File: config.mk
export PLATFORM = sky130hd
export DESIGN_NAME = spi_like_bus_master_flat
export DESIGN_NICKNAME = d
export VERILOG_FILES = /design/src/rtl/spi_like_bus_master_if.sv /design/src/rtl/spi_like_bus_master.sv /design/src/flat_wrapper.sv
export SDC_FILE = /design/constraint.sdc
export NUM_CORES = 1
export LEC_CHECK = 0
export ABC_AREA = 1
export ABC_CLOCK_PERIOD_IN_PS = 1840
export BUFFER_PORTS_ARGS = -buffer_cell sky130_fd_sc_hd__buf_4
export CORE_MARGIN = 1
export CORE_UTILIZATION = 49
export DETAILED_ROUTE_END_ITERATION = 10
export MAX_ROUTING_LAYER = met4
export PLACE_DENSITY = 0.85
export SYNTH_ARGS = -nofsm -noshare
export SYNTH_HDL_FRONTEND = slang
export SYNTH_SLANG_ARGS = --single-unit
File: constraint.sdc
create_clock -name CLK -period 1.84 [get_ports CLK]
set_input_delay 0.184 -clock CLK [delete_from_list [all_inputs] [get_ports CLK]]
set_output_delay 0.184 -clock CLK [all_outputs]
set_load 0.02 [all_outputs]
File: src/rtl/spi_like_bus_master_if.sv
// Requester handshake and shared serial bus signals of spi_like_bus_master.
// The master modport is the bus master's view; the slave modport is the environment's view.
interface spi_like_bus_master_if #(
  parameter int unsigned N_REQ  = 4,
  parameter int unsigned ADDR_W = 8,
  parameter int unsigned DATA_W = 8
);
  logic [N_REQ-1:0]        REQ;
  logic [N_REQ*ADDR_W-1:0] REQ_ADDR;
  logic [N_REQ-1:0]        GNT;
  logic                    BUSY;
  logic                    DONE;
  logic [DATA_W-1:0]       RDATA;
  logic                    BUS_CLK;
  logic                    BUS_RX;
  logic                    BUS_TX;

  modport master (
    input  REQ, REQ_ADDR, BUS_TX,
    output GNT, BUSY, DONE, RDATA, BUS_CLK, BUS_RX
  );

  modport slave (
    output REQ, REQ_ADDR, BUS_TX,
    input  GNT, BUSY, DONE, RDATA, BUS_CLK, BUS_RX
  );
endinterface

File: src/rtl/spi_like_bus_master.sv
// Round-robin arbitrated serial bus master: shifts an address out LSB first on BUS_RX,
// then shifts a data byte in LSB first from BUS_TX, and returns it with a DONE pulse.
module spi_like_bus_master #(
  parameter int unsigned N_REQ   = 4,
  parameter int unsigned ADDR_W  = 8,
  parameter int unsigned DATA_W  = 8,
  parameter int unsigned CLK_DIV = 2
) (
  input logic                   CLK,
  input logic                   RST_N,
  spi_like_bus_master_if.master bus
);

  localparam int unsigned PTR_W   = (N_REQ > 1) ? $clog2(N_REQ) : 1;
  localparam int unsigned CYC_W   = $clog2(2 * CLK_DIV);
  localparam int unsigned BIT_MAX = (ADDR_W > DATA_W) ? ADDR_W : DATA_W;
  localparam int unsigned BIT_W   = (BIT_MAX > 1) ? $clog2(BIT_MAX) : 1;

  localparam logic [CYC_W-1:0] CYC_RISE  = CYC_W'(CLK_DIV - 1);
  localparam logic [CYC_W-1:0] CYC_LAST  = CYC_W'(2 * CLK_DIV - 1);
  localparam logic [BIT_W-1:0] ADDR_LAST = BIT_W'(ADDR_W - 1);
  localparam logic [BIT_W-1:0] DATA_LAST = BIT_W'(DATA_W - 1);
  localparam logic [PTR_W-1:0] PTR_LAST  = PTR_W'(N_REQ - 1);

  typedef enum logic [1:0] {
    ST_IDLE,
    ST_ADDR,
    ST_DATA,
    ST_FINISH
  } state_e;

  state_e              state_q,   state_d;
  logic [PTR_W-1:0]    ptr_q,     ptr_d;
  logic [PTR_W-1:0]    gnt_idx_q, gnt_idx_d;
  logic [N_REQ-1:0]    gnt_q,     gnt_d;
  logic                busy_q,    busy_d;
  logic                done_q,    done_d;
  logic [DATA_W-1:0]   rdata_q,   rdata_d;
  logic                bus_clk_q, bus_clk_d;
  logic                bus_rx_q,  bus_rx_d;
  logic [CYC_W-1:0]    cyc_q,     cyc_d;
  logic [BIT_W-1:0]    bit_q,     bit_d;
  logic [ADDR_W-1:0]   addr_sh_q, addr_sh_d;
  logic [DATA_W-1:0]   data_sh_q, data_sh_d;

  logic                arb_found;
  logic [PTR_W-1:0]    arb_idx;
  logic [N_REQ-1:0]    arb_onehot;
  logic [N_REQ-1:0]    req_sh;
  logic [ADDR_W-1:0]   sel_addr;
  int unsigned         arb_cand;

  // Round-robin search: first active request at or after the pointer, wrapping.
  always_comb begin
    arb_found = 1'b0;
    arb_idx   = '0;
    arb_cand  = 0;
    req_sh    = '0;
    for (int unsigned i = 0; i < N_REQ; i++) begin
      arb_cand = (32'(ptr_q) + i) % N_REQ;
      req_sh   = bus.REQ >> arb_cand;
      if (!arb_found && req_sh[0]) begin
        arb_found = 1'b1;
        arb_idx   = PTR_W'(arb_cand);
      end
    end
    arb_onehot = N_REQ'(arb_found) << arb_idx;
    sel_addr   = ADDR_W'(bus.REQ_ADDR >> (32'(arb_idx) * ADDR_W));
  end

  always_comb begin
    state_d   = state_q;
    ptr_d     = ptr_q;
    gnt_idx_d = gnt_idx_q;
    gnt_d     = gnt_q;
    busy_d    = busy_q;
    done_d    = 1'b0;
    rdata_d   = rdata_q;
    bus_clk_d = bus_clk_q;
    bus_rx_d  = bus_rx_q;
    cyc_d     = cyc_q;
    bit_d     = bit_q;
    addr_sh_d = addr_sh_q;
    data_sh_d = data_sh_q;

    unique case (state_q)
      ST_IDLE: begin
        bus_clk_d = 1'b1;
        bus_rx_d  = 1'b0;
        if (arb_found) begin
          // The first bit period starts on the grant edge: BUS_CLK falls with bit 0 on BUS_RX.
          state_d   = ST_ADDR;
          gnt_idx_d = arb_idx;
          gnt_d     = arb_onehot;
          busy_d    = 1'b1;
          addr_sh_d = sel_addr >> 1;
          data_sh_d = '0;
          bus_clk_d = 1'b0;
          bus_rx_d  = sel_addr[0];
          cyc_d     = '0;
          bit_d     = '0;
        end
      end

      ST_ADDR: begin
        cyc_d = cyc_q + 1'b1;
        if (cyc_q == CYC_RISE) begin
          bus_clk_d = 1'b1;
        end
        if (cyc_q == CYC_LAST) begin
          cyc_d     = '0;
          bus_clk_d = 1'b0;
          if (bit_q == ADDR_LAST) begin
            state_d  = ST_DATA;
            bit_d    = '0;
            bus_rx_d = 1'b0;
          end else begin
            bit_d     = bit_q + 1'b1;
            bus_rx_d  = addr_sh_q[0];
            addr_sh_d = addr_sh_q >> 1;
          end
        end
      end

      ST_DATA: begin
        cyc_d = cyc_q + 1'b1;
        if (cyc_q == CYC_RISE) begin
          bus_clk_d = 1'b1;
        end
        // BUS_TX is taken on the last cycle of the high phase, i.e. as the bit period ends.
        if (cyc_q == CYC_LAST) begin
          cyc_d     = '0;
          data_sh_d = (data_sh_q >> 1) | (DATA_W'(bus.BUS_TX) << (DATA_W - 1));
          if (bit_q == DATA_LAST) begin
            state_d = ST_FINISH;
            done_d  = 1'b1;
            rdata_d = (data_sh_q >> 1) | (DATA_W'(bus.BUS_TX) << (DATA_W - 1));
            gnt_d   = '0;
            busy_d  = 1'b0;
            bit_d   = '0;
          end else begin
            bit_d     = bit_q + 1'b1;
            bus_clk_d = 1'b0;
          end
        end
      end

      ST_FINISH: begin
        state_d = ST_IDLE;
        ptr_d   = (gnt_idx_q == PTR_LAST) ? '0 : gnt_idx_q + 1'b1;
        cyc_d   = '0;
        bit_d   = '0;
      end

      default: state_d = ST_IDLE;
    endcase
  end

  always_ff @(posedge CLK or negedge RST_N) begin
    if (!RST_N) begin
      state_q   <= ST_IDLE;
      ptr_q     <= '0;
      gnt_idx_q <= '0;
      gnt_q     <= '0;
      busy_q    <= 1'b0;
      done_q    <= 1'b0;
      rdata_q   <= '0;
      bus_clk_q <= 1'b1;
      bus_rx_q  <= 1'b0;
      cyc_q     <= '0;
      bit_q     <= '0;
      addr_sh_q <= '0;
      data_sh_q <= '0;
    end else begin
      state_q   <= state_d;
      ptr_q     <= ptr_d;
      gnt_idx_q <= gnt_idx_d;
      gnt_q     <= gnt_d;
      busy_q    <= busy_d;
      done_q    <= done_d;
      rdata_q   <= rdata_d;
      bus_clk_q <= bus_clk_d;
      bus_rx_q  <= bus_rx_d;
      cyc_q     <= cyc_d;
      bit_q     <= bit_d;
      addr_sh_q <= addr_sh_d;
      data_sh_q <= data_sh_d;
    end
  end

  assign bus.GNT     = gnt_q;
  assign bus.BUSY    = busy_q;
  assign bus.DONE    = done_q;
  assign bus.RDATA   = rdata_q;
  assign bus.BUS_CLK = bus_clk_q;
  assign bus.BUS_RX  = bus_rx_q;

endmodule

File: src/flat_wrapper.sv
// flat-port wrapper written by rule: the top's interface ports become plain ports
module spi_like_bus_master_flat 
#(
  parameter int unsigned N_REQ   = 4,
  parameter int unsigned ADDR_W  = 8,
  parameter int unsigned DATA_W  = 8,
  parameter int unsigned CLK_DIV = 2
)
  (CLK, RST_N, bus_REQ, bus_REQ_ADDR, bus_BUS_TX, bus_GNT, bus_BUSY, bus_DONE, bus_RDATA, bus_BUS_CLK, bus_BUS_RX);
  spi_like_bus_master_if #(.N_REQ(N_REQ), .ADDR_W(ADDR_W), .DATA_W(DATA_W)) bus_i ();
  input logic CLK;
  input logic RST_N;
  input wire logic [$bits(bus_i.REQ)-1:0] bus_REQ;
  input wire logic [$bits(bus_i.REQ_ADDR)-1:0] bus_REQ_ADDR;
  input wire logic [$bits(bus_i.BUS_TX)-1:0] bus_BUS_TX;
  output wire logic [$bits(bus_i.GNT)-1:0] bus_GNT;
  output wire logic [$bits(bus_i.BUSY)-1:0] bus_BUSY;
  output wire logic [$bits(bus_i.DONE)-1:0] bus_DONE;
  output wire logic [$bits(bus_i.RDATA)-1:0] bus_RDATA;
  output wire logic [$bits(bus_i.BUS_CLK)-1:0] bus_BUS_CLK;
  output wire logic [$bits(bus_i.BUS_RX)-1:0] bus_BUS_RX;
  assign bus_i.REQ = bus_REQ;
  assign bus_i.REQ_ADDR = bus_REQ_ADDR;
  assign bus_i.BUS_TX = bus_BUS_TX;
  assign bus_GNT = bus_i.GNT;
  assign bus_BUSY = bus_i.BUSY;
  assign bus_DONE = bus_i.DONE;
  assign bus_RDATA = bus_i.RDATA;
  assign bus_BUS_CLK = bus_i.BUS_CLK;
  assign bus_BUS_RX = bus_i.BUS_RX;
  spi_like_bus_master #(.N_REQ(N_REQ), .ADDR_W(ADDR_W), .DATA_W(DATA_W), .CLK_DIV(CLK_DIV)) u_core (.CLK(CLK), .RST_N(RST_N), .bus(bus_i));
endmodule
==> results of run 1 <==
## power groups by stage
| stage | clock network (mW) | registers, mW | logic [mW] |
|---|---|---|---|
| 6_report | 0.577 | 1.43 | 4.27 |
| 5_1_grt | 0.619 | 1.47 | 4.77 |
| 4_1_cts | 0.589 | 1.42 | 3.94 |
| 3_5_place_dp | 0 | 1.43 | 3.82 |
| 3_3_place_gp | 0 | 1.43 | 3.72 |
| 2_1_floorplan | 0 | 1.46 | 2.74 |
## cell type report
type	instances	share of cell area [%]
Clock buffer	5	2.09
Clock inverter	3	0.531
Inverter	48	5.65
Multi-Input combinational cell	250	40.7
Sequential cell	41	31.1
Tap cell	67	2.54
Timing Repair Buffer	74	17.4
## sequential cells by signal (all words and copies together) (netlist names)
register            cells
u_core.state_q          2
u_core.bus.GNT          4
u_core.cyc_q            2
u_core.bus.BUSY         1
u_core.addr_sh_q        7
u_core.bit_q            3
u_core.bus.DONE         1
u_core.bus.BUS_CLK      1
u_core.bus.RDATA        8
u_core.data_sh_q        7
u_core.bus.BUS_RX       1
u_core.gnt_idx_q        2
u_core.ptr_q            2
## final timing paths
path | start | slack (ns) | endpoint
worst max-delay path | u_core.ptr_q[0] | -0.10 | u_core.data_sh_q[1]
worst min-delay path | bus_BUS_TX | 0.1 | u_core.bus.RDATA[7]
worst max register to register | u_core.ptr_q[0] | -0.10 | u_core.data_sh_q[1]
worst min register to register | u_core.bus.RDATA[7] | 0.48 | u_core.bus.RDATA[7]
max in group asynchronous | RST_N | 1.08 | u_core.bus.BUS_CLK
min in group asynchronous | RST_N | 0.40 | u_core.bus.RDATA[5]
## logic make-up after synthesis
kind of cell / Yosys count
and+or+nand+nor: 196
buffers and inverters: 56
AOI/OAI and AO/OA: 45
DFF: 41
adders and majority gates: 9
## placed cells by master (no fill, tap or decap), drive strengths merged
| cell type | instances |
|---|---|
| nand2 | 127 |
| buf | 73 |
| inv | 47 |
| dfrtp | 40 |
| nand3 | 34 |
| o21ai | 33 |
| nor2 | 25 |
| ha | 9 |
| nand3b | 7 |
| clkbuf | 5 |
| clkinv | 3 |
| a21oi | 3 |
| a31oi | 2 |
| nand4 | 2 |
| o22ai | 2 |
| nor3 | 1 |
| o21a | 1 |
| a311oi | 1 |
| o221ai | 1 |
| o211ai | 1 |
| o21bai | 1 |
| clkinvlp | 1 |
| dlygate4sd3 | 1 |
| dfstp | 1 |
## layer usage
metal  vias up  routed length (um)  share of wire (%)  GRT usage, %
met2        64                2950                 51          40.1
li1       1257                   -                  -             -
met1      1154                2530                 44          27.6
met4         0                  84                1.4          7.26
met3        11                 240                4.1          5.08
met5         -                   0                  0             -
## critical path: cells and delay by family, from the launching register on
family,cells,cell delay (ns)
AO/OA/AOI/OAI,1,0.15
buffers and inverters,2,0.33
flip-flops,1,0.44
AND/OR/NAND/NOR,10,0.94
## what timing repair did
action / CTS / global route
hold buffers: 1 / 0
endpoints found under the hold margin: 40 / 0
gates resized for setup: 7 / 22
setup endpoints to repair: 21 / 34
setup buffers: 0 / 3
cloned: 0 / 0
==> key figures, run 1 <==
Synthesis
  – Post-synthesis cell count: 347
  – Mux share of post-synthesis cell area: 0%
  – Xor/xnor share of the synthesized area: 0%
  – Synth Area in Adders: 4.45%
  – Most common library cells after synthesis: 115 x nand2_1, 44 x inv_1, 40 x dfrtp_1, 30 x nand3_1, 27 x o21ai_0
  – Top cell type's share of synthesized area: 39.6%
  – Netlist Area Pre-Place: 0.00253 mm2
  – FFs w/ async S/R, synth: 100%
  – Top_reg_cell synth: dfrtp_1
  – Flop and latch count out of synthesis: 41
  – Synth Area in Simple Gates: 35.4%
  – Post-synth EDFFs: 0
  – YS warnings: 0
  – Average size of a mapped cell: 7.29 um2
  – Unique masters post-synth: 33
  – Synth area leader: dfrtp_1
  – Top post-synthesis cells by area: dfrtp_1 40%, nand2_1 17%, inv_1 6.5%
  – Post-synthesis compound-gate area fraction: 10.0%
  – Syn_nets: 395
  – Top-count cell post-synth: nand2_1
  – Main combinational cell family by area after synthesis: simple AND/OR/NAND/NOR gates
  – Seq/Total Area, Yosys: 40.6%

Layout
  – Sequential Area: 0.00103 mm2
  – Antenna cell count: 0
  – Design area: 0.00330 mm2
  – Final core utilization: 68.1%
  – Filler instances: 408
  – Share of cells above drive strength 1: 29.2%
  – Final cell count without fillers: 488
  – Area Growth Syn to Fin: 30.5%
  – Final #Nets: 468
  – Area of the multi-input gates: 0.00134 mm2

Clocking
  – Clk sinks: 41
  – Clock Path Buffers: 2
  – Root Driver: clkbuf_8
  – CTS Buf Count: 5
  – CTS tree: yes
  – Reg clk slew, reported paths: 0.08 ns
  – Clock Latency Late Sink: 0.30 ns
  – H-Tree Depth: 2

Worst setup path
  – Crit Path Class: flop to flop
  – Worst endpoint required time: 2.05 ns
  – CP Launch Type: flop
  – CP arrival: 2.15 ns
  – Critical path cell sequence: buf_12, nand2_1, nand2_2, nand2_2, nand2_2, nor2_4, nand2_1, nor2_2, nand2_4, nand2_2, nor2_2, buf_4, o21ai_0
  – Cell with the most instances on the worst path: nand2_2
  – Slowest cell on crit path: dfrtp_1
  – Reg2reg path depth: 13
  – Crit-path max FO: 9
  – Crit. End Element: flop
  – Crit path largest cell delay: 0.44 ns

Timing
  – Final hold vios: 0
  – Clock Skew: 0.0109 ns
  – Fin worst setup slack: -0.103 ns
  – Slew HR: 66.7%
  – Worst-margin pin slew: 0.499 ns
  – WHS: 0.0951 ns
  – Max-slew violations: 0
  – Final setup TNS: -1.05 ns
  – Fin crit period: 1.94 ns
  – Unrepaired setup endpoints after global routing: true
  – # setup viols final: 20
  – Maximum clock frequency: 515 MHz
  – Tcrit/Tclk final: 106%

Placement
  – Placed cells: 476
  – # port buffers: 54
  – GP Congestion: 0.886
  – Placement Setup Slack: -0.0830 ns
  – Post-DP Area: 0.00309 mm2
  – Post-DP HPWL: 4.22 mm

Detailed routing
  – Vias per inst: 5.09
  – DRT Wirelength: 5.81 mm
  – Drt initial violations: 119
  – DRT Pass-1 Iters: 5
  – Number of routed nets with antenna violations: 0
  – Avg WL per Cell: 11.9 um
  – Remaining DRCs: 0
  – Vias: 2486

Die
  – Core Rows: 25
  – Die X: 73.8 um
  – Core area: 0.00485 mm2
  – Die area: 0.00545 mm2
  – Die height: 73.8 um
  – I/O pins: 55
  – Initial Util: 52.2%

Power and ir drop
  – Power per cell area: 1900 mW/mm2
  – Clk network pwr share: 9.2%
  – Sw Share: 49.4%
  – Maximum VDD drop: 1.06 mV
  – P_int: 3.18 mW
  – Combinational fraction of design power: 68.0%
  – Switch Pwr: 3.10 mW
  – Leakage: 1.77 nW
  – Sequential power share: 22.8%
  – Total power: 6.28 mW

GRT
  – Antenna violations before repair: 0
  – Vias in the first global route: 2256
  – Remaining Overflow, GRT: 0
  – First-pass GRT wire length: 9.61 mm
  – Largest net degree at the start of global routing: 42
  – GRT Total Usage: 23.5%

Flow run
  – Max Cap Viol: 0

Status
  – Failing checks: negative setup slack
  – Outcome: finished, violations left

Worst hold path
  – Hold Path Class: primary input to flop
  – Hold Path Depth: 3
No activity file was read; power rests on OpenSTA's default activity.
==> inputs of run 2 (changes only) <==
Settings changed: ABC_AREA 1 to unset, CAP_MARGIN set to 0, CORE_UTILIZATION 49 to 48, PLACE_DENSITY 0.85 to 0.84, REMOVE_ABC_BUFFERS set to 1.
==> run 2 against run 1 <==
Compared with the run above: the run still ends with negative setup slack left; hold slack gained 0.037 ns; cell area shrank 7.4%; sequential cell count is the same; critical path depth shrank 5; highest routed layer unchanged; critical endpoint is now u_core.addr_sh_q[0]; largest power group is now sequential cells; combinational power shrank 95%; non-clock buffer count shrank 8.
==> key figures, run 2 <==
GRT
  – Largest net degree at the start of global routing: 42 (unchanged)
  – First-pass GRT wire length: 8.18 mm (was 9.61 mm)
  – Antenna violations before repair: 0 (unchanged)
  – Vias in the first global route: 1903 (was 2256)
  – GRT Total Usage: 21.0% (was 23.5%)
  – Remaining Overflow, GRT: 0 (unchanged)

Clocking
  – Reg clk slew, reported paths: 0.08 ns (about the same)
  – CTS Buf Count: 5 (unchanged)
  – H-Tree Depth: 2 (unchanged)
  – Clk sinks: 41 (unchanged)
  – Clock Path Buffers: 2 (unchanged)
  – Clock Latency Late Sink: 0.30 ns (about the same)
  – CTS tree: yes (unchanged)
  – Root Driver: clkbuf_8 (unchanged)

Layout
  – Sequential Area: 0.00103 mm2 (about the same)
  – Commonest non-fill, non-tap cell in the layout: buf_4 (was nand2_1)
  – Max reg flops: 8 (unchanged)
  – Area of the multi-input gates: 0.00124 mm2 (was 0.00134 mm2)
  – Final core utilization: 64.7% (was 68.1%)
  – Final #Nets: 359 (was 468)
  – Filler instances: 390 (was 408)
  – Most frequent cells in the layout: 64 x buf_4, 39 x dfrtp_1, 29 x nand2_1 (was 109 x nand2_1, 71 x buf_4, 43 x inv_1)
  – Share of cells above drive strength 1: 33.7% (was 29.2%)
  – Final cell count without fillers: 379 (was 488)
  – Area Growth Syn to Fin: 30.0% (was 30.5%)
  – Design area: 0.00305 mm2 (was 0.00330 mm2)
  – Antenna cell count: 0 (unchanged)

Detailed routing
  – Drt initial violations: 143 (was 119)
  – Number of routed nets with antenna violations: 0 (unchanged)
  – Avg WL per Cell: 14.2 um (was 11.9 um)
  – Vias: 2044 (was 2486)
  – DRT Pass-1 Iters: 4 (was 5)
  – Vias per inst: 5.39 (was 5.09)
  – DRT Wirelength: 5.39 mm (was 5.81 mm)
  – Remaining DRCs: 0 (unchanged)

Die
  – Die area: 0.00518 mm2 (was 0.00545 mm2)
  – Core area: 0.00472 mm2 (was 0.00485 mm2)
  – I/O pins: 55 (unchanged)
  – Die X: 71.9 um (was 73.8 um)
  – Die height: 71.9 um (was 73.8 um)
  – Initial Util: 49.7% (was 52.2%)
  – Core Rows: 25 (unchanged)

Flow run
  – Max Cap Viol: 0 (unchanged)

Status
  – Failing checks: negative setup slack (unchanged)
  – Outcome: finished, violations left (unchanged)

Worst setup path
  – CP Launch Type: flop (unchanged)
  – Crit. End Element: flop (unchanged)
  – Crit path largest cell delay: 0.41 ns (was 0.44 ns)
  – Crit-path max FO: 7 (was 9)
  – Worst endpoint required time: 2.07 ns (was 2.05 ns)
  – Cell with the most instances on the worst path: ha_1 (was nand2_2)
  – Critical path cell sequence: ha_1, ha_1, nand2b_1, a21oi_4, nand2_4, nor2_1, a21oi_1, o21ai_1 (was buf_12, nand2_1, nand2_2, nand2_2, nand2_2, nor2_4, nand2_1, nor2_2, nand2_4, nand2_2, nor2_2, buf_4, o21ai_0)
  – Crit Path Class: flop to flop (unchanged)
  – CP arrival: 2.08 ns (was 2.15 ns)
  – Slowest cell on crit path: dfrtp_1 (unchanged)

Synthesis
  – Flop and latch count out of synthesis: 41 (unchanged)
  – FFs w/ async S/R, synth: 100% (unchanged)
  – Top cell type's share of synthesized area: 42.6% (was 39.6%)
  – Netlist Area Pre-Place: 0.00235 mm2 (was 0.00253 mm2)
  – Post-synth EDFFs: 0 (unchanged)
  – YS warnings: 0 (unchanged)
  – Top_reg_cell synth: dfrtp_1 (unchanged)
  – Seq/Total Area, Yosys: 43.7% (was 40.6%)
  – Post-synthesis cell count: 250 (was 347)
  – Unique masters post-synth: 38 (was 33)
  – Top-count cell post-synth: dfrtp_1 (was nand2_1)
  – Average size of a mapped cell: 9.39 um2 (was 7.29 um2)
  – Synth area leader: dfrtp_1 (unchanged)
  – Most common library cells after synthesis: 40 x dfrtp_1, 31 x nand2_1, 27 x o21ai_1, 18 x inv_1, 17 x mux2i_1 (was 115 x nand2_1, 44 x inv_1, 40 x dfrtp_1, 30 x nand3_1, 27 x o21ai_0)
  – Top post-synthesis cells by area: dfrtp_1 43%, mux2i_1 7.2%, o21ai_1 5.8% (was dfrtp_1 40%, nand2_1 17%, inv_1 6.5%)

Placement
  – Post-DP HPWL: 3.53 mm (was 4.22 mm)
  – Post-DP Area: 0.00284 mm2 (was 0.00309 mm2)
  – # port buffers: 54 (unchanged)
  – Placement Setup Slack: 0.00574 ns (was -0.0830 ns)
  – Placed cells: 366 (was 476)
  – GP Congestion: 0.827 (was 0.886)

Timing
  – Slew HR: 65.9% (was 66.7%)
  – Fin crit period: 1.85 ns (was 1.94 ns)
  – Maximum clock frequency: 541 MHz (was 515 MHz)
  – # setup viols final: 1 (was 20)
  – Clock Skew: 0.0110 ns (was 0.0109 ns)
  – WHS: 0.132 ns (was 0.0951 ns)
  – Tcrit/Tclk final: 100% (was 106%)
  – Unrepaired setup endpoints after global routing: true (unchanged)
  – Fin worst setup slack: -0.00802 ns (was -0.103 ns)
  – Max-slew violations: 0 (unchanged)
  – Final hold vios: 0 (unchanged)
  – Worst-margin pin slew: 0.511 ns (was 0.499 ns)
  – Final setup TNS: -0.00802 ns (was -1.05 ns)

Power and ir drop
  – Power per cell area: 604 mW/mm2 (was 1900 mW/mm2)
  – Total power: 1.84 mW (was 6.28 mW)
  – Maximum VDD drop: 0.297 mV (was 1.06 mV)
  – Leakage: 1.40 nW (was 1.77 nW)

Worst hold path
  – Hold Path Class: primary input to flop (unchanged)
run 2: cell types whose count changed after synthesis, sizes merged, moves of 2 or more:
cell and change:
a21oi +11, a22o +9, a31oi -2, clkbuf +7, inv -28, mux2 +12, mux2i +17, nand2 -96
nand2b +3, nand3 -22, nand3b -6, nand4 -2, nor2 -12, o21ai +5
run 2: final timing paths:
path                                      from                   to  slack, ns  cells after the start
max                            u_core.bit_q[0]  u_core.addr_sh_q[0]     -0.008                      8
min                                 bus_BUS_TX  u_core.bus.RDATA[7]       0.13                      2
max reg2reg                    u_core.bit_q[0]  u_core.addr_sh_q[0]     -0.008                      8
min reg2reg                u_core.bus.RDATA[0]  u_core.bus.RDATA[0]       0.48                      2
max in group asynchronous                RST_N      u_core.ptr_q[1]       1.07                      2
min in group asynchronous                RST_N  u_core.bus.RDATA[3]       0.39                      2
run 2: worst max-delay path: cells and delay by family, from the launching register on:
kind / cells / cell delay (ns)
adder cells (fa/ha/maj): 2 / 0.44
flip-flops: 1 / 0.41
AND/OR/NAND/NOR: 3 / 0.55
AO/OA/AOI/OAI: 3 / 0.37
run 2: metal layers:
metal  GRT usage, %  wire, um
met2           35.7      2720
met3           6.11       280
met1           23.7      2280
met5              -         0
met4           7.19       108
run 2: what timing repair did:
| action | 4_1_cts | 5_1_grt |
|---|---|---|
| hold buffers | 1 | 0 |
| gates cloned | 0 | 2 |
| setup endpoints to repair | 2 | 16 |
| buffers inserted | 0 | 2 |
| pin swaps | 0 | 4 |
| hold endpoints to repair | 40 | 0 |
| gates resized for setup | 2 | 13 |
run 2: final cells by class:
| cell class | instances | area share [%] |
|---|---|---|
| clock buffers | 5 | 2.25 |
| clock inverters | 3 | 1.52 |
| inverters | 19 | 2.34 |
| multi-input cells | 178 | 40.8 |
| flip-flops and latches | 41 | 33.7 |
| well taps | 67 | 2.74 |
| repair buffers | 66 | 16.7 |
run 2: report_power, final:
part / internal, mW / switching, mW / leakage (nW) / total, mW
clock: 0.406 / 0.332 / 0.0543 / 0.738
combinational: 0.111 / 0.0838 / 0.805 / 0.195
sequential: 0.907 / 0.00510 / 0.542 / 0.912
total: 1.42 / 0.421 / 1.40 / 1.84
run 2: cell families after synthesis:
group	after synthesis	share of synthesized area [%]
multiplexers	29	13.0
AO/OA/AOI/OAI	70	18.3
AND/OR/NAND/NOR	68	13.8
adder cells (fa/ha/maj)	9	4.79
flip-flops	41	43.7
buffers and inverters	33	6.34
==> inputs of run 3 (changes only) <==
Settings changed: ABC_AREA set to 1, CORE_UTILIZATION 48 to 49, PLACE_DENSITY 0.84 to 0.77, RECOVER_POWER set to 100.
==> run 3 against run 2 <==
Compared with the run above: the run still ends with negative setup slack left; non-clock buffer count up 14; critical path depth is 7 higher; setup slack worse by 0.12 ns; clock skew fell by 0.0077 ns; via count is 23% higher.
==> key figures, run 3 (same netlist as run 1, synthesis figures left out) <==
Status
  – Outcome: finished, violations left (unchanged)
  – Failing checks: negative setup slack (unchanged)

Layout
  – Commonest non-fill, non-tap cell in the layout: nand2_1 (was buf_4)
  – Final core utilization: 70.9% (was 64.7%)
  – Final #Nets: 474 (was 359)
  – Area Growth Syn to Fin: 35.9% (was 30.0%)
  – Antenna cell count: 0 (unchanged)
  – Max reg flops: 8 (unchanged)
  – Final cell count without fillers: 494 (was 379)
  – Most frequent cells in the layout: 99 x nand2_1, 56 x buf_4, 43 x inv_1 (was 64 x buf_4, 39 x dfrtp_1, 29 x nand2_1)
  – Share of cells above drive strength 1: 29.3% (was 33.7%)

Power and ir drop
  – Leakage: 1.79 nW (was 1.40 nW)
  – Power per cell area: 2060 mW/mm2 (was 604 mW/mm2)
  – Maximum VDD drop: 1.39 mV (was 0.297 mV)
  – Total power: 7.06 mW (was 1.84 mW)

Worst setup path
  – Crit-path max FO: 7 (unchanged)
  – CP Launch Type: flop (unchanged)
  – RR Startpoint: u_core.ptr_q[0] (was u_core.bit_q[0])
  – Crit. End Element: flop (unchanged)
  – Critical path cell sequence: clkbuf_16, nand2_2, nand3_2, nand2_2, nor2_4, nand3_2, nand2_4, nand2_8, buf_12, buf_4, nand2_1, nand3_1, nand3_1, nand2_1, nand2_1 (was ha_1, ha_1, nand2b_1, a21oi_4, nand2_4, nor2_1, a21oi_1, o21ai_1)
  – Slowest cell on crit path: dfrtp_2 (was dfrtp_1)
  – Capture point of the worst reg-to-reg path: u_core.addr_sh_q[5] (was u_core.addr_sh_q[0])
  – Crit Path Class: flop to flop (unchanged)
  – Cell with the most instances on the worst path: nand2_1 (was ha_1)
  – Reg2reg path depth: 15 (was 8)
  – Critical Path Start: u_core.ptr_q[0] (was u_core.bit_q[0])
  – Worst endpoint required time: 2.08 ns (was 2.07 ns)
  – CP arrival: 2.21 ns (was 2.08 ns)
  – Crit path largest cell delay: 0.45 ns (was 0.41 ns)
  – Worst reg2reg setup slack: -0.13 ns (was -0.008 ns)

Detailed routing
  – Drt initial violations: 174 (was 143)
  – Number of routed nets with antenna violations: 0 (unchanged)
  – Vias: 2505 (was 2044)
  – Remaining DRCs: 0 (unchanged)
  – Avg WL per Cell: 12.8 um (was 14.2 um)
  – DRT Wirelength: 6.33 mm (was 5.39 mm)
  – Vias per inst: 5.07 (was 5.39)
  – DRT Pass-1 Iters: 4 (unchanged)

Clocking
  – Clock Latency Late Sink: 0.29 ns (was 0.30 ns)
  – CTS tree: yes (unchanged)
  – Clk sinks: 41 (unchanged)
  – Root Driver: clkbuf_8 (unchanged)
  – CTS Buf Count: 5 (unchanged)
  – Reg clk slew, reported paths: 0.08 ns (about the same)
  – Clock Path Buffers: 2 (unchanged)
  – H-Tree Depth: 2 (unchanged)

GRT
  – GRT Total Usage: 24.5% (was 21.0%)
  – Largest net degree at the start of global routing: 42 (unchanged)
  – Vias in the first global route: 2263 (was 1903)
  – Antenna violations before repair: 0 (unchanged)
  – Remaining Overflow, GRT: 0 (unchanged)
  – First-pass GRT wire length: 9.83 mm (was 8.18 mm)

Timing
  – Fin crit period: 1.97 ns (was 1.85 ns)
  – Fin worst setup slack: -0.126 ns (was -0.00802 ns)
  – WHS: 0.118 ns (was 0.132 ns)
  – Slew HR: 33.1% (was 65.9%)
  – Clock Skew: 0.00331 ns (was 0.0110 ns)
  – Unrepaired setup endpoints after global routing: true (unchanged)
  – # setup viols final: 23 (was 1)
  – Maximum clock frequency: 509 MHz (was 541 MHz)
  – Max-slew violations: 0 (unchanged)
  – Final hold vios: 0 (unchanged)
  – Tcrit/Tclk final: 107% (was 100%)
  – Worst-margin pin slew: 1.00 ns (was 0.511 ns)

Die
  – Die X: 73.8 um (was 71.9 um)
  – Die height: 73.8 um (was 71.9 um)
  – Core area: 0.00485 mm2 (was 0.00472 mm2)
  – I/O pins: 55 (unchanged)
  – Die area: 0.00545 mm2 (was 0.00518 mm2)
  – Core Rows: 25 (unchanged)
  – Initial Util: 52.2% (was 49.7%)

Worst hold path
  – HP Start: bus_BUS_TX (unchanged)
  – Hold Path End: u_core.bus.RDATA[7] (unchanged)
  – Hold Path Class: primary input to flop (unchanged)
  – Hold Path Depth: 3 (was 2)

Placement
  – # port buffers: 54 (unchanged)
  – Placed cells: 473 (was 366)
  – GP Congestion: 0.868 (was 0.827)
  – Post-DP HPWL: 4.19 mm (was 3.53 mm)

Flow run
  – Max Cap Viol: 0 (unchanged)
-- run 3: power breakdown --
| group | switching [mW] | total [mW] | internal (mW) | leakage [nW] |
|---|---|---|---|---|
| registers | 0.224 | 1.44 | 1.22 | 0.526 |
| clock network | 0.322 | 0.861 | 0.539 | 0.0681 |
| logic | 2.78 | 4.76 | 1.98 | 1.20 |
| total | 3.33 | 7.06 | 3.74 | 1.79 |
-- run 3: timing repair --
item / CTS / global route
gates cloned: 0 / 1
resized for setup: 17 / 33
pin swaps: 7 / 16
endpoints found under the setup margin: 23 / 38
hold buffers: 1 / 0
buffers inserted: 5 / 6
endpoints found under the hold margin: 40 / 0
-- run 3: cell type report --
class | instances | area [um2]
Fill cell | 408 | 1410
Inverter | 48 | 183
Timing Repair Buffer | 80 | 611
Clock inverter | 3 | 65.1
Multi-Input combinational cell | 250 | 1400
Tap cell | 67 | 83.8
Clock buffer | 5 | 68.8
Sequential cell | 41 | 1030
-- run 3: worst max path at each step --
stage                                      to  slack (ns)  cells past startpoint
final                     u_core.addr_sh_q[5]       -0.13                     15
after global placement        u_core.bus.BUSY       -0.02                     13
after floorplan           u_core.addr_sh_q[0]       -0.21                     13
after CTS                     u_core.bus.BUSY       -0.08                     13
after detailed placement      u_core.bus.BUSY       -0.09                     13
after global routing      u_core.addr_sh_q[5]       -0.23                     16
-- run 3: through the flow --
| stage | cell area (um2) | TNS, ns | setup WS [ns] |
|---|---|---|---|
| 6_report | 3440 | -1.52 | -0.126 |
| 5_1_grt | 3440 | -4.03 | -0.232 |
| 4_1_cts | 3300 | -0.498 | -0.0767 |
| 3_5_place_dp | 3080 | -0.950 | -0.0943 |
| 3_3_place_gp | 3080 | -0.0571 | -0.0151 |
| 2_1_floorplan | 2470 | -2.00 | -0.210 |
-- run 3: metal layers --
metal	part of all wire [%]	up-vias	global-route usage (%)
li1	-	1256	-
met1	44	1158	30.6
met2	50	77	38.9
met3	4.1	14	6.04
met4	1.9	0	7.91
met5	0	-	-
-- run 3: worst max-delay path, delay by kind of cell (launching register included) --
family,cells,cell delay [ns]
and+or+nand+nor,12,1.04
DFF,1,0.45
buffers and inverters,3,0.42
